===== src/rtl/logo_motion_controller.sv =====
// logo_motion_controller: per-frame bouncing logo position, direction, palette index and bounce/corner pulses
module logo_motion_controller #(
  parameter int LOGO_SIZE = 128,
  parameter int DISPLAY_WIDTH = 640,
  parameter int DISPLAY_HEIGHT = 480,
  parameter int START_X = 200,
  parameter int START_Y = 200
) (
  input  logic       clk,
  input  logic       reset,
  input  logic [9:0] vpos,
  input  logic [2:0] speed,
  input  logic       pause,
  input  logic       step,
  output logic [9:0] logo_left,
  output logic [9:0] logo_top,
  output logic       dir_x,
  output logic       dir_y,
  output logic [2:0] color_index,
  output logic       bounce,
  output logic       corner_hit,
  output logic       busy
);
  localparam logic [10:0] MAX_X = 11'(DISPLAY_WIDTH - LOGO_SIZE);
  localparam logic [10:0] MAX_Y = 11'(DISPLAY_HEIGHT - LOGO_SIZE);
  typedef enum logic [1:0] {IDLE, CALC_X, CALC_Y, COMMIT} state_t;
  state_t state, state_next;
  logic [9:0] prev_vpos, nx, ny, calc_pos;
  logic [2:0] spd;
  logic step_pending, accept, ndx, ndy, hx, hy, on_y, cur_dir, hit_fwd, hit_back, calc_hit;
  logic [10:0] cur, lim, fwd, spd_w;
  always_comb begin
    on_y = state == CALC_Y;
    cur = {1'b0, on_y ? logo_top : logo_left};
    lim = on_y ? MAX_Y : MAX_X;
    cur_dir = on_y ? dir_y : dir_x;
    spd_w = {8'd0, spd};
    fwd = cur + spd_w;
    hit_fwd = spd != 3'd0 && fwd >= lim;
    hit_back = spd != 3'd0 && cur <= spd_w;
    calc_hit = cur_dir ? hit_fwd : hit_back;
    calc_pos = cur_dir ? (hit_fwd ? lim[9:0] : fwd[9:0]) : (hit_back ? 10'd0 : cur[9:0] - spd_w[9:0]);
    accept = vpos == 10'd0 && prev_vpos != 10'd0 && state == IDLE && (!pause || step_pending);
    state_next = state == IDLE ? (accept ? CALC_X : IDLE) : state == CALC_X ? CALC_Y : state == CALC_Y ? COMMIT : IDLE;
  end
  assign busy = state != IDLE;
  always_ff @(posedge clk) begin
    if (reset) state <= IDLE;
    else state <= state_next;
  end
  always_ff @(posedge clk) begin
    if (reset) begin
      prev_vpos <= '0;
      step_pending <= 1'b0;
      spd <= '0;
      nx <= '0;
      ny <= '0;
      ndx <= 1'b0;
      ndy <= 1'b0;
      hx <= 1'b0;
      hy <= 1'b0;
      logo_left <= 10'(START_X);
      logo_top <= 10'(START_Y);
      dir_x <= 1'b1;
      dir_y <= 1'b0;
      color_index <= '0;
      bounce <= 1'b0;
      corner_hit <= 1'b0;
    end else begin
      prev_vpos <= vpos;
      step_pending <= step || (step_pending && !accept);
      bounce <= state == COMMIT && (hx || hy);
      corner_hit <= state == COMMIT && hx && hy;
      if (accept) spd <= speed;
      if (state == CALC_X) {nx, ndx, hx} <= {calc_pos, cur_dir ^ calc_hit, calc_hit};
      if (state == CALC_Y) {ny, ndy, hy} <= {calc_pos, cur_dir ^ calc_hit, calc_hit};
      if (state == COMMIT) begin
        logo_left <= nx;
        logo_top <= ny;
        dir_x <= ndx;
        dir_y <= ndy;
        color_index <= color_index + 3'(hx || hy);
      end
    end
  end
endmodule


===== config.mk =====
export PLATFORM = sky130hd
export DESIGN_NAME = logo_motion_controller
export DESIGN_NICKNAME = d
export VERILOG_FILES = /design/src/rtl/logo_motion_controller.sv
export SDC_FILE = /design/constraint.sdc
export NUM_CORES = 1
export LEC_CHECK = 0
export BUFFER_PORTS_ARGS = -buffer_cell sky130_fd_sc_hd__buf_4
export CORE_ASPECT_RATIO = 2
export CORE_UTILIZATION = 40
export DETAILED_ROUTE_END_ITERATION = 7
export GPL_TIMING_DRIVEN = 0
export REMOVE_ABC_BUFFERS = 1
export SLEW_MARGIN = 0
export SYNTH_ARGS = -nofsm -noshare
export SYNTH_HDL_FRONTEND = slang
export SYNTH_SLANG_ARGS = --single-unit

===== constraint.sdc =====
create_clock -name clk -period 13.1 [get_ports clk]
set_clock_uncertainty 0.2 [all_clocks]
set_input_delay 1.965 -clock clk [delete_from_list [all_inputs] [get_ports clk]]
set_output_delay 1.965 -clock clk [all_outputs]
set_load 0.005 [all_outputs]

# After elaboration in Yosys (flattened, before gate mapping)
# Index checks and enable logic that the tools add are counted.
[word_totals]
reg_bits = 67
in_bits = 17
output_inout_bits = 28
wordCells = 56
[classes]
n_addsub = 3
n_lt_le_gt_ge = 2
eq_ne = 3
muxes = 11
bitwise_logic = 1
n_reduce_logical = 19
[ops]
columns = ["op", "n"]
rows = [
  ["10-bit 2-to-1 mux", 5],
  ["10-bit by 3-bit adder with 11-bit output", 1],
  ["11-bit by 10-bit greater-or-equal comparator with 1-bit output", 1],
  ["10-bit by 3-bit <= comparator with 1-bit output", 1],
  ["10-bit logical NOT", 1],
  ["10-bit nonzero test", 1],
  ["10-bit by 3-bit subtractor with 10-bit output", 1],
  ["1-bit logical AND", 9],
  ["2-bit 2-to-1 mux", 3],
  ["2-bit == test, second input constant", 2],
  ["3-bit by 1-bit adder with 3-bit output", 1],
  ["1-bit logical OR", 3],
  ["1-bit 2-to-1 mux", 3],
  ["3-bit nonzero test", 1],
  ["2-bit by 1-bit == test with 1-bit output, second input constant", 1],
  ["1-bit logical NOT", 2],
  ["2-bit logical NOT", 1],
  ["2-bit nonzero test", 1],
  ["1-bit XOR", 1],
]

# Longest topological paths before layout
# Gate-level depths: netlist (run 1).
[logic_depth]
word_depth = 7
ltp_mapped = 20
ltp_nobuf = 16

# Least setup slack after synthesis (run 1)
# Ideal clock, no wire load.
[synth_path]
path_kind = "register to register"
start = "register state[0]"
end = "register nx[9]"
setup_ns = 0.088
t_arrival_ns = 4.290
t_required_ns = 12.812
slack_ns = 8.522
stages_incl_launch_ff = 21
n_path_buf = 5
period_less_slack_ns = 4.578
cell_sequence = "dfxtp_1 inv_1 ha_1 buf_6 buf_4 clkbuf_1 mux2_2 ha_1 nor3b_1 or3_1 nand2_1 nor2_1 xnor2_1 ha_1 and3_1 clkbuf_1 a32o_1 a211oi_2 buf_4 a22oi_1 a311oi_2"
[synth_via]
elab_chain_cells = 7
[synth_rtl]
columns = ["element", "line", "text"]
rows = [
  ["start, declared", "27", "state_t state, state_next;"],
  ["start signal, assigned", "49", "else state <= state_next;"],
  ["2-bit == test", "33", "on_y = state == CALC_Y;"],
  ["10-bit 2-to-1 mux", "34", "cur = {1'b0, on_y ? logo_top : logo_left};"],
  ["10-bit by 3-bit adder with 11-bit output", "38", "fwd = cur + spd_w;"],
  ["11-bit by 10-bit greater-or-equal comparator with 1-bit output", "39", "hit_fwd = spd != 3'd0 && fwd >= lim;"],
  ["1-bit logical AND", "39", ""],
  ["10-bit 2-to-1 mux (2 in a row)", "42", "calc_pos = cur_dir ? (hit_fwd ? lim[9:0] : fwd[9:0]) : (hit_back ? 10'd0 : cur[9:0] - spd_w[9:0]);"],
  ["end signal, assigned", "75", "if (state == CALC_X) {nx, ndx, hx} <= {calc_pos, cur_dir ^ calc_hit, calc_hit};"],
  ["end, declared", "28", "logic [9:0] prev_vpos, nx, ny, calc_pos;"],
]
# Parallel ways exist; a longest one is shown, timed or not.
# A chain may end at the register's enable or synchronous reset.

# Final worst setup path (run 1)
[layout_path]
start = "register state[0]"
end = "register nx[3]"
# Same word-level chain as after synthesis.

==> flow_summary.yaml, run 1 <==
timing:
  worstMarginPinSlew_ns: 0.8613
  maxSlewViolCount: 0
  fin_crit_ns: 5.481
  rsz0062_at_grt: "no"
  final.period_utilization_pct: 41.84
  fmax_ghz: 0.1825
  setup_viol: 0
  hold_violations: 0
  slew_headroom_pct: 42.58
  fin_tns_setup_ns: 0
route:
  avgViaCountPerCell: 5.502
  drc: 0
  wl_per_cell_um: 15.84
  ant_nets: 0
  firstDrtPassIters: 5
  drt_iter0_markers: 120
  vias: 2751
  wirelength_um: 7921
layout:
  register_area_sq_um: 1341
  drive_gt1_share_pct: 18.91
  n_antenna_cell: 0
  multiInputGateArea_sq_um: 1889
  fillerInstances: 815
  syn_to_final_growth_pct: 20.37
  fin_nets: 433
synth:
  syn-mean-instance-area_sq_um: 9.341
  yosysSeqAreaShare_pct: 39.78
  synth_cells: 361
  synth-simple-area-share_pct: 17.77
  synth_xor_area_share_pct: 3.117
  synth_top_family_by_area: "simple AND/OR/NAND/NOR gates"
  yosys.area.top_type: "dfxtp_1"
  synth_top_flop_cell: "dfxtp_1"
  synth-compound-area-share_pct: 17.33
  yosysTopAreaCellShare_pct: 39.78
  synthArstFlopShare_pct: 0
  synth-edff-count: 0
  syn-cell-area_sq_um: 3372
  synth_mux_area_share_pct: 10.17
  synth_fa_ha_area_share_pct: 7.495
  synthTopCellsByArea: "dfxtp_1 40%, mux2i_1 7.4%, ha_1 6.3%"
  yosysWarnings: 0
  synth_commonest_cells: "67 x dfxtp_1, 43 x nor2_1, 25 x mux2i_1"
  ys_seq_elements: 67
  yosysMostFrequentCell: "dfxtp_1"
  synth_cell_types: 56
clock_tree:
  cts_hold_buf: 0
  cts_tree: "yes"
  post_cts_resized: 0
  cts.path.max_buffers: 2
  htree_levels: 3
  post_cts_buffers: 0
  cts_root_buf: "clkbuf_16"
  clk_pin_slew_ns: 0.05
  clock_latency_ns: 0.34
  cts.sinks: 67
  cts_buffers: 9
global_route:
  grt_pass1_vias: 2741
  grt_max_degree: 70
  grt_overflow_total: 0
  grt_first_pass_wirelength_um: 12830
  antenna_found_initial: 0
  grt_use_total_pct: 19.51
floorplan:
  core_area_sq_um: 8233
  die_h_um: 131.8
  ios: 45
  fp.dieArea_sq_um: 8823
  initial_core_util_pct: 40.96
  dieWidth_um: 66.92
  placementRows: 47
setup_path:
  cp_max_fo: 36
  startpoint_type: "flop"
  slowest_stage: "ha_2"
  cp.depth: 15
  critPathTopFamily: "compound AO/OA/AOI/OAI gates"
  required_ns: 13.14
  crit_path_frequent_cell: "ha_1"
  cp_num_buf_inv: 1
  worstSetupEndpointType: "flop"
  crit_type: "reg -> reg"
  worst_r2r_path_depth: 15
  cp.arrival_ns: 5.52
  max_stage_delay_ns: 0.76
  crit_chain: "inv_1 -> ha_2 -> mux2_2 -> ha_1 -> nor3b_1 -> or3_1 -> nand2_1 -> nor2_1 -> xnor2_1 -> ha_1 -> and3_1 -> a32o_1 -> a211oi_2 -> a221oi_1 -> o32ai_1"
hold_path:
  hp-class: "reg -> reg"
  min_path_cells: 1
power:
  p_total_mw: 0.4627
  p_leak_nw: 1.491
  pwr_density_cell_nw_per_um2: 114.0
  peakVddDrop_mv: 0.08223
flow_run:
  maxCapViolations: 0
run_status:
  status: "finished clean"
place:
  hpwl_um: 5612
  io_buffers: 44
  globalplace.congestion: 0.8910
routing by layer:
metal,share of wire [%],global-route usage (%),wire length [um],vias up
li1,-,-,-,1367
met1,38,19.65,2999,1294
met2,55,34.85,4338,69
met3,3.5,3.633,281,21
met4,3.8,12.29,302,0
met5,0,0,0,-
worst paths after layout:
path	start	endpoint	slack (ns)
setup / recovery	state[0]	nx[3]	7.62
hold / removal	ny[7]	logo_top[7]	0.27
setup reg to reg	state[0]	nx[3]	7.62
hold reg to reg	ny[7]	logo_top[7]	0.27
stage by stage:
stage / hold slack, ns / area, sq um / utilization (%) / std cells / setup slack [ns]
2_1_floorplan: 0.2345 / 3286 / - / 342 / 8.223
3_3_place_gp: 0.2463 / 3739 / 45.41 / 484 / 7.179
3_5_place_dp: 0.2555 / 3744 / 45.47 / 484 / 7.616
4_1_cts: 0.2683 / 4059 / 49.30 / 500 / 7.571
5_1_grt: 0.2776 / 4059 / 49.30 / 500 / 7.209
6_report: 0.2656 / 4059 / 49.30 / 500 / 7.619
placed cells by master, fill, tap and decap left out, types with 3 or more instances in the layout:
cell type,instances
a211o_1,7
a211oi_1,14
a21o_1,3
a21oi_1,10
a221oi_1,4
a22oi_1,3
a31oi_1,3
and2_1,3
buf_4,44
clkbuf_16,9
clkbuf_8,3
dfxtp_1,67
ha_1,15
inv_1,15
mux2_2,5
mux2i_1,25
nand2_1,16
nand2b_1,8
nand3_1,6
nand4_1,3
nor2_1,43
nor2b_1,18
nor3b_1,4
nor4_1,5
o21ai_0,5
o22ai_1,7
o32ai_1,5
xnor2_1,8
xor2_1,4
registers in the layout, summed over array words and instances, names as in the netlist:
signal	count
hy	1
dir_x	1
ndx	1
step_pending	1
color_index	3
logo_top	10
bounce	1
state	2
nx	10
hx	1
dir_y	1
prev_vpos	10
spd	3
logo_left	10
ny	10
ndy	1
corner_hit	1
cell type report:
cell class	count	share of cell area, %
inverter	16	1.480
sequential	67	33.05
clock buffer	13	6.658
tap	98	3.021
multi-input combinational	259	46.55
clock inverter	3	1.110
timing repair buffer	44	8.138
power by group:
part / internal [mW] / switching, mW / total, mW
registers: 0.206 / 0.000554 / 0.206
logic: 0.00468 / 0.00488 / 0.00956
clock network: 0.163 / 0.0841 / 0.247
total: 0.373 / 0.0895 / 0.463
cells by family (layout without fill, tap and decap cells):
logic type                 Yosys count  in the layout
xor gates and xnor gates            12             12
buffers and inverters               35             76
and+or+nand+nor                    118            118
adders and majority gates           19             19
muxes                               32             32
AOI/OAI and AO/OA                   78             78
DFF                                 67             67
No activity file was read; power rests on OpenSTA's default activity.
==> run 2: changes to the inputs <==
clock period = 4.8 ns   (was 13.1 ns; I/O delays follow)
==> flow_summary.yaml, run 2 (synthesized netlist as in run 1, its figures left out) <==
layout:
  post-route-util_pct: 50.55
  layout_common_cells: "67 x dfxtp_1, 52 x buf_4, 43 x nor2_1"
  drive_gt1_share_pct: 21.41
  fin_nets: 442
  mostFrequentLayoutCell: "dfxtp_1"
  stdcell_area_sq_um: 4161
  syn_to_final_growth_pct: 23.41
  instances_no_fill: 509
  n_antenna_cell: 0
  fillerInstances: 811
setup_path:
  required_ns: 4.78
  startpoint_type: "flop"
  crit_type: "reg -> reg"
  slowest_stage: "or3_1"
  cp_max_fo: 9
  crit_path_frequent_cell: "ha_1"
  cp_num_buf_inv: 1
  crit_chain: "inv_1 -> ha_4 -> mux2_2 -> ha_1 -> nor3b_2 -> or3_1 -> nand2_1 -> nor2_1 -> xnor2_1 -> ha_1 -> and3_1 -> a32o_2 -> a21o_1 -> a221oi_1 -> a211oi_1"
  cp.arrival_ns: 4.50
  worstSetupEndpointType: "flop"
  max_stage_delay_ns: 0.47
  critPathTopFamily: "compound AO/OA/AOI/OAI gates"
place:
  hpwl_um: 5612
  place_ws_ns: -0.6843
  dp_cells: 484
  place_area_sq_um: 3744
  globalplace.congestion: 0.8910
  io_buffers: 44
global_route:
  grt_use_total_pct: 19.98
  grt_overflow_total: 0
  antenna_found_initial: 0
  grt_first_pass_wirelength_um: 13160
  grt_max_degree: 70
  grt_pass1_vias: 2791
floorplan:
  ios: 45
  fp.dieArea_sq_um: 8823
  initial_core_util_pct: 40.96
  core_area_sq_um: 8233
  dieWidth_um: 66.92
  die_h_um: 131.8
  placementRows: 47
timing:
  rsz0062_at_grt: "no"
  fin_crit_ns: 4.516
  worstMarginPinSlew_ns: 0.8162
  fmax_ghz: 0.2214
  hold_violations: 0
  final.period_utilization_pct: 94.08
  setup_viol: 0
  layout_setup_ws_ns: 0.2842
  hold_slack_ns: 0.2641
  maxSlewViolCount: 0
  slew_headroom_pct: 45.58
power:
  p_leak_nw: 1.555
  peakVddDrop_mv: 0.2247
  pwr_density_cell_nw_per_um2: 303.2
clock_tree:
  clk_pin_slew_ns: 0.05
  cts.path.max_buffers: 2
  cts.sinks: 67
  cts_buffers: 9
  htree_levels: 3
  clock_latency_ns: 0.34
  cts_hold_buf: 0
  cts_root_buf: "clkbuf_16"
  cts_tree: "yes"
hold_path:
  hp-class: "reg -> reg"
route:
  vias: 2800
  wl_per_cell_um: 15.94
  firstDrtPassIters: 4
  wirelength_um: 8111
  avgViaCountPerCell: 5.501
  drc: 0
  ant_nets: 0
  drt_iter0_markers: 123
flow_run:
  maxCapViolations: 0
run_status:
  status: "finished clean"
run 2: area by class of cell:
type	instances	area (sq um)	area share, %
Clock inverter	3	45.04	1.082
Sequential cell	67	1341	32.23
Inverter	16	60.06	1.443
Tap cell	98	122.6	2.946
Timing Repair Buffer	53	405.4	9.741
Multi-Input combinational cell	259	1917	46.06
Clock buffer	13	270.3	6.494
run 2: metrics by stage:
stage | setup TNS (ns) | power (mW)
finish | 0 | 1.262
global route | 0 | 1.299
CTS | 0 | 1.278
detailed placement | -11.17 | 0.6017
global placement | -21.55 | 0.6011
floorplan | -0.4365 | 0.5810
run 2: path summary, 6_finish.rpt:
check / slack (ns) / start / cells past startpoint / end
worst max register to register: 0.28 / state[0] / 15 / ny[5]
worst max-delay path: 0.28 / state[0] / 15 / ny[5]
worst min-delay path: 0.26 / ny[7] / 1 / logo_top[7]
worst min register to register: 0.26 / ny[7] / 1 / logo_top[7]
run 2: layer usage:
layer	vias to the layer above	GRT usage, %	share of wire, %
li1	1385	-	-
met3	17	3.547	3.3
met2	57	35.41	56
met1	1341	20.59	38
met4	0	12.41	2.9
met5	-	0	0
run 2: timing repair:
action,in CTS,in global routing
endpoints found under the setup margin,24,22
resized for setup,2,3
setup buffers,4,5
pin swaps,1,0
run 2: power breakdown:
group | internal (mW) | switching, mW | leakage (nW) | total [mW]
clock | 0.444 | 0.228 | 0.148 | 0.672
sequential | 0.562 | 0.00152 | 0.543 | 0.563
combinational | 0.0128 | 0.0133 | 0.864 | 0.0261
==> run 3: changes to the inputs <==
clock period = 4.6 ns   (was 4.8 ns; I/O delays follow)
==> flow_summary.yaml, run 3 (synthesized netlist as in run 1, its figures left out) <==
timing:
  final.period_utilization_pct: 96.30
  worstMarginPinSlew_ns: 0.8221
  slew_headroom_pct: 45.20
  rsz0062_at_grt: "yes"
  setup_viol: 0
  fin_crit_ns: 4.430
  fin_tns_setup_ns: 0
  fmax_ghz: 0.2257
  hold_violations: 0
  maxSlewViolCount: 0
  hold_slack_ns: 0.2639
global_route:
  grt_max_degree: 70
  antenna_found_initial: 0
  grt_overflow_total: 0
  grt_pass1_vias: 2801
  grt_use_total_pct: 20.17
  grt_first_pass_wirelength_um: 13250
setup_path:
  max_stage_delay_ns: 0.46
  cp_max_fo: 6
  worstSetupEndpointType: "flop"
  critPathTopFamily: "compound AO/OA/AOI/OAI gates"
  crit_path_frequent_cell: "ha_1"
  cp.arrival_ns: 4.42
  slowest_stage: "or3_1"
  startpoint_type: "flop"
  cp_num_buf_inv: 1
  crit_type: "reg -> reg"
  required_ns: 4.59
  crit_chain: "inv_1 -> ha_4 -> mux2_2 -> ha_1 -> nor3b_2 -> or3_1 -> nand2_1 -> nor2_1 -> xnor2_1 -> ha_1 -> and3_2 -> a32o_2 -> a21o_1 -> a221oi_1 -> a211oi_1"
layout:
  drive_gt1_share_pct: 21.08
  fin_nets: 439
  layout_common_cells: "67 x dfxtp_1, 49 x buf_4, 43 x nor2_1"
  stdcell_area_sq_um: 4140
  n_antenna_cell: 0
  instances_no_fill: 506
  mostFrequentLayoutCell: "dfxtp_1"
  syn_to_final_growth_pct: 22.78
floorplan:
  die_h_um: 131.8
  core_area_sq_um: 8233
  fp.dieArea_sq_um: 8823
  initial_core_util_pct: 40.96
  placementRows: 47
  dieWidth_um: 66.92
  ios: 45
route:
  drc: 0
  ant_nets: 0
  vias: 2791
  wl_per_cell_um: 16.07
  firstDrtPassIters: 4
  dr_wl_met3_um: 275
  wirelength_um: 8133
  highest_layer: "met4"
  drt_iter0_markers: 131
  route.met2.wl_um: 4476
  wl_met1_um: 3046
  avgViaCountPerCell: 5.516
clock_tree:
  cts.path.max_buffers: 2
  htree_levels: 3
  clk_pin_slew_ns: 0.05
  cts_root_buf: "clkbuf_16"
  cts_tree: "yes"
  cts.sinks: 67
  clock_latency_ns: 0.34
  cts_hold_buf: 0
  cts_buffers: 9
place:
  place_area_sq_um: 3744
  dp_cells: 484
  io_buffers: 44
  hpwl_um: 5612
  globalplace.congestion: 0.8910
flow_run:
  maxCapViolations: 0
power:
  peakVddDrop_mv: 0.2341
  p_leak_nw: 1.538
  pwr_density_cell_nw_per_um2: 318.2
  p_total_mw: 1.318
hold_path:
  hp-class: "reg -> reg"
run_status:
  status: "finished clean"
[run 3: cell count changes in the layout (fill, tap and decap cells not counted)]
cell | before | now
and3_1 | 2 | 1
buf_4 | 52 | 49
and3_2 | 0 | 1
[run 3: cell type report]
cell class / instances / area [sq um]
Tap cell: 98 / 122.6
Fill cell: 811 / 4093
Inverter: 16 / 60.06
Timing Repair Buffer: 50 / 382.9
Clock inverter: 3 / 45.04
Clock buffer: 13 / 270.3
Sequential cell: 67 / 1341
Multi-Input combinational cell: 259 / 1918
[run 3: where the power goes]
group	switching (mW)	internal, mW	total, mW
Clock	0.239	0.463	0.702
Combinational	0.0139	0.0133	0.0272
Sequential	0.00158	0.586	0.588
Total	0.255	1.06	1.32
[run 3: repair_timing]
action | in CTS | in global routing
pin swaps | 1 | 0
setup endpoints to repair | 24 | 21
resized for setup | 3 | 3
setup buffers | 6 | 0
[run 3: per-layer routing]
layer / vias up / track usage [%]
li1: 1378 / -
met1: 1320 / 20.86
met2: 70 / 35.75
met3: 23 / 3.547
met4: 0 / 12.41
met5: - / 0
[run 3: stage by stage]
| step | setup WS [ns] | util, % |
|---|---|---|
| 6_report | 0.1701 | 50.29 |
| 5_1_grt | -0.02832 | 50.29 |
| 4_1_cts | 0.06595 | 50.17 |
| 3_5_place_dp | -0.8843 | 45.47 |
| 3_3_place_gp | -1.321 | 45.41 |
| 2_1_floorplan | -0.2766 | - |
[run 3: final timing paths]
path	start	endpoint	slack [ns]	depth (start not counted)
max	state[0]	ny[5]	0.17	15
min	ny[7]	logo_top[7]	0.26	1
max reg2reg	state[0]	ny[5]	0.17	15
min reg2reg	ny[7]	logo_top[7]	0.26	1
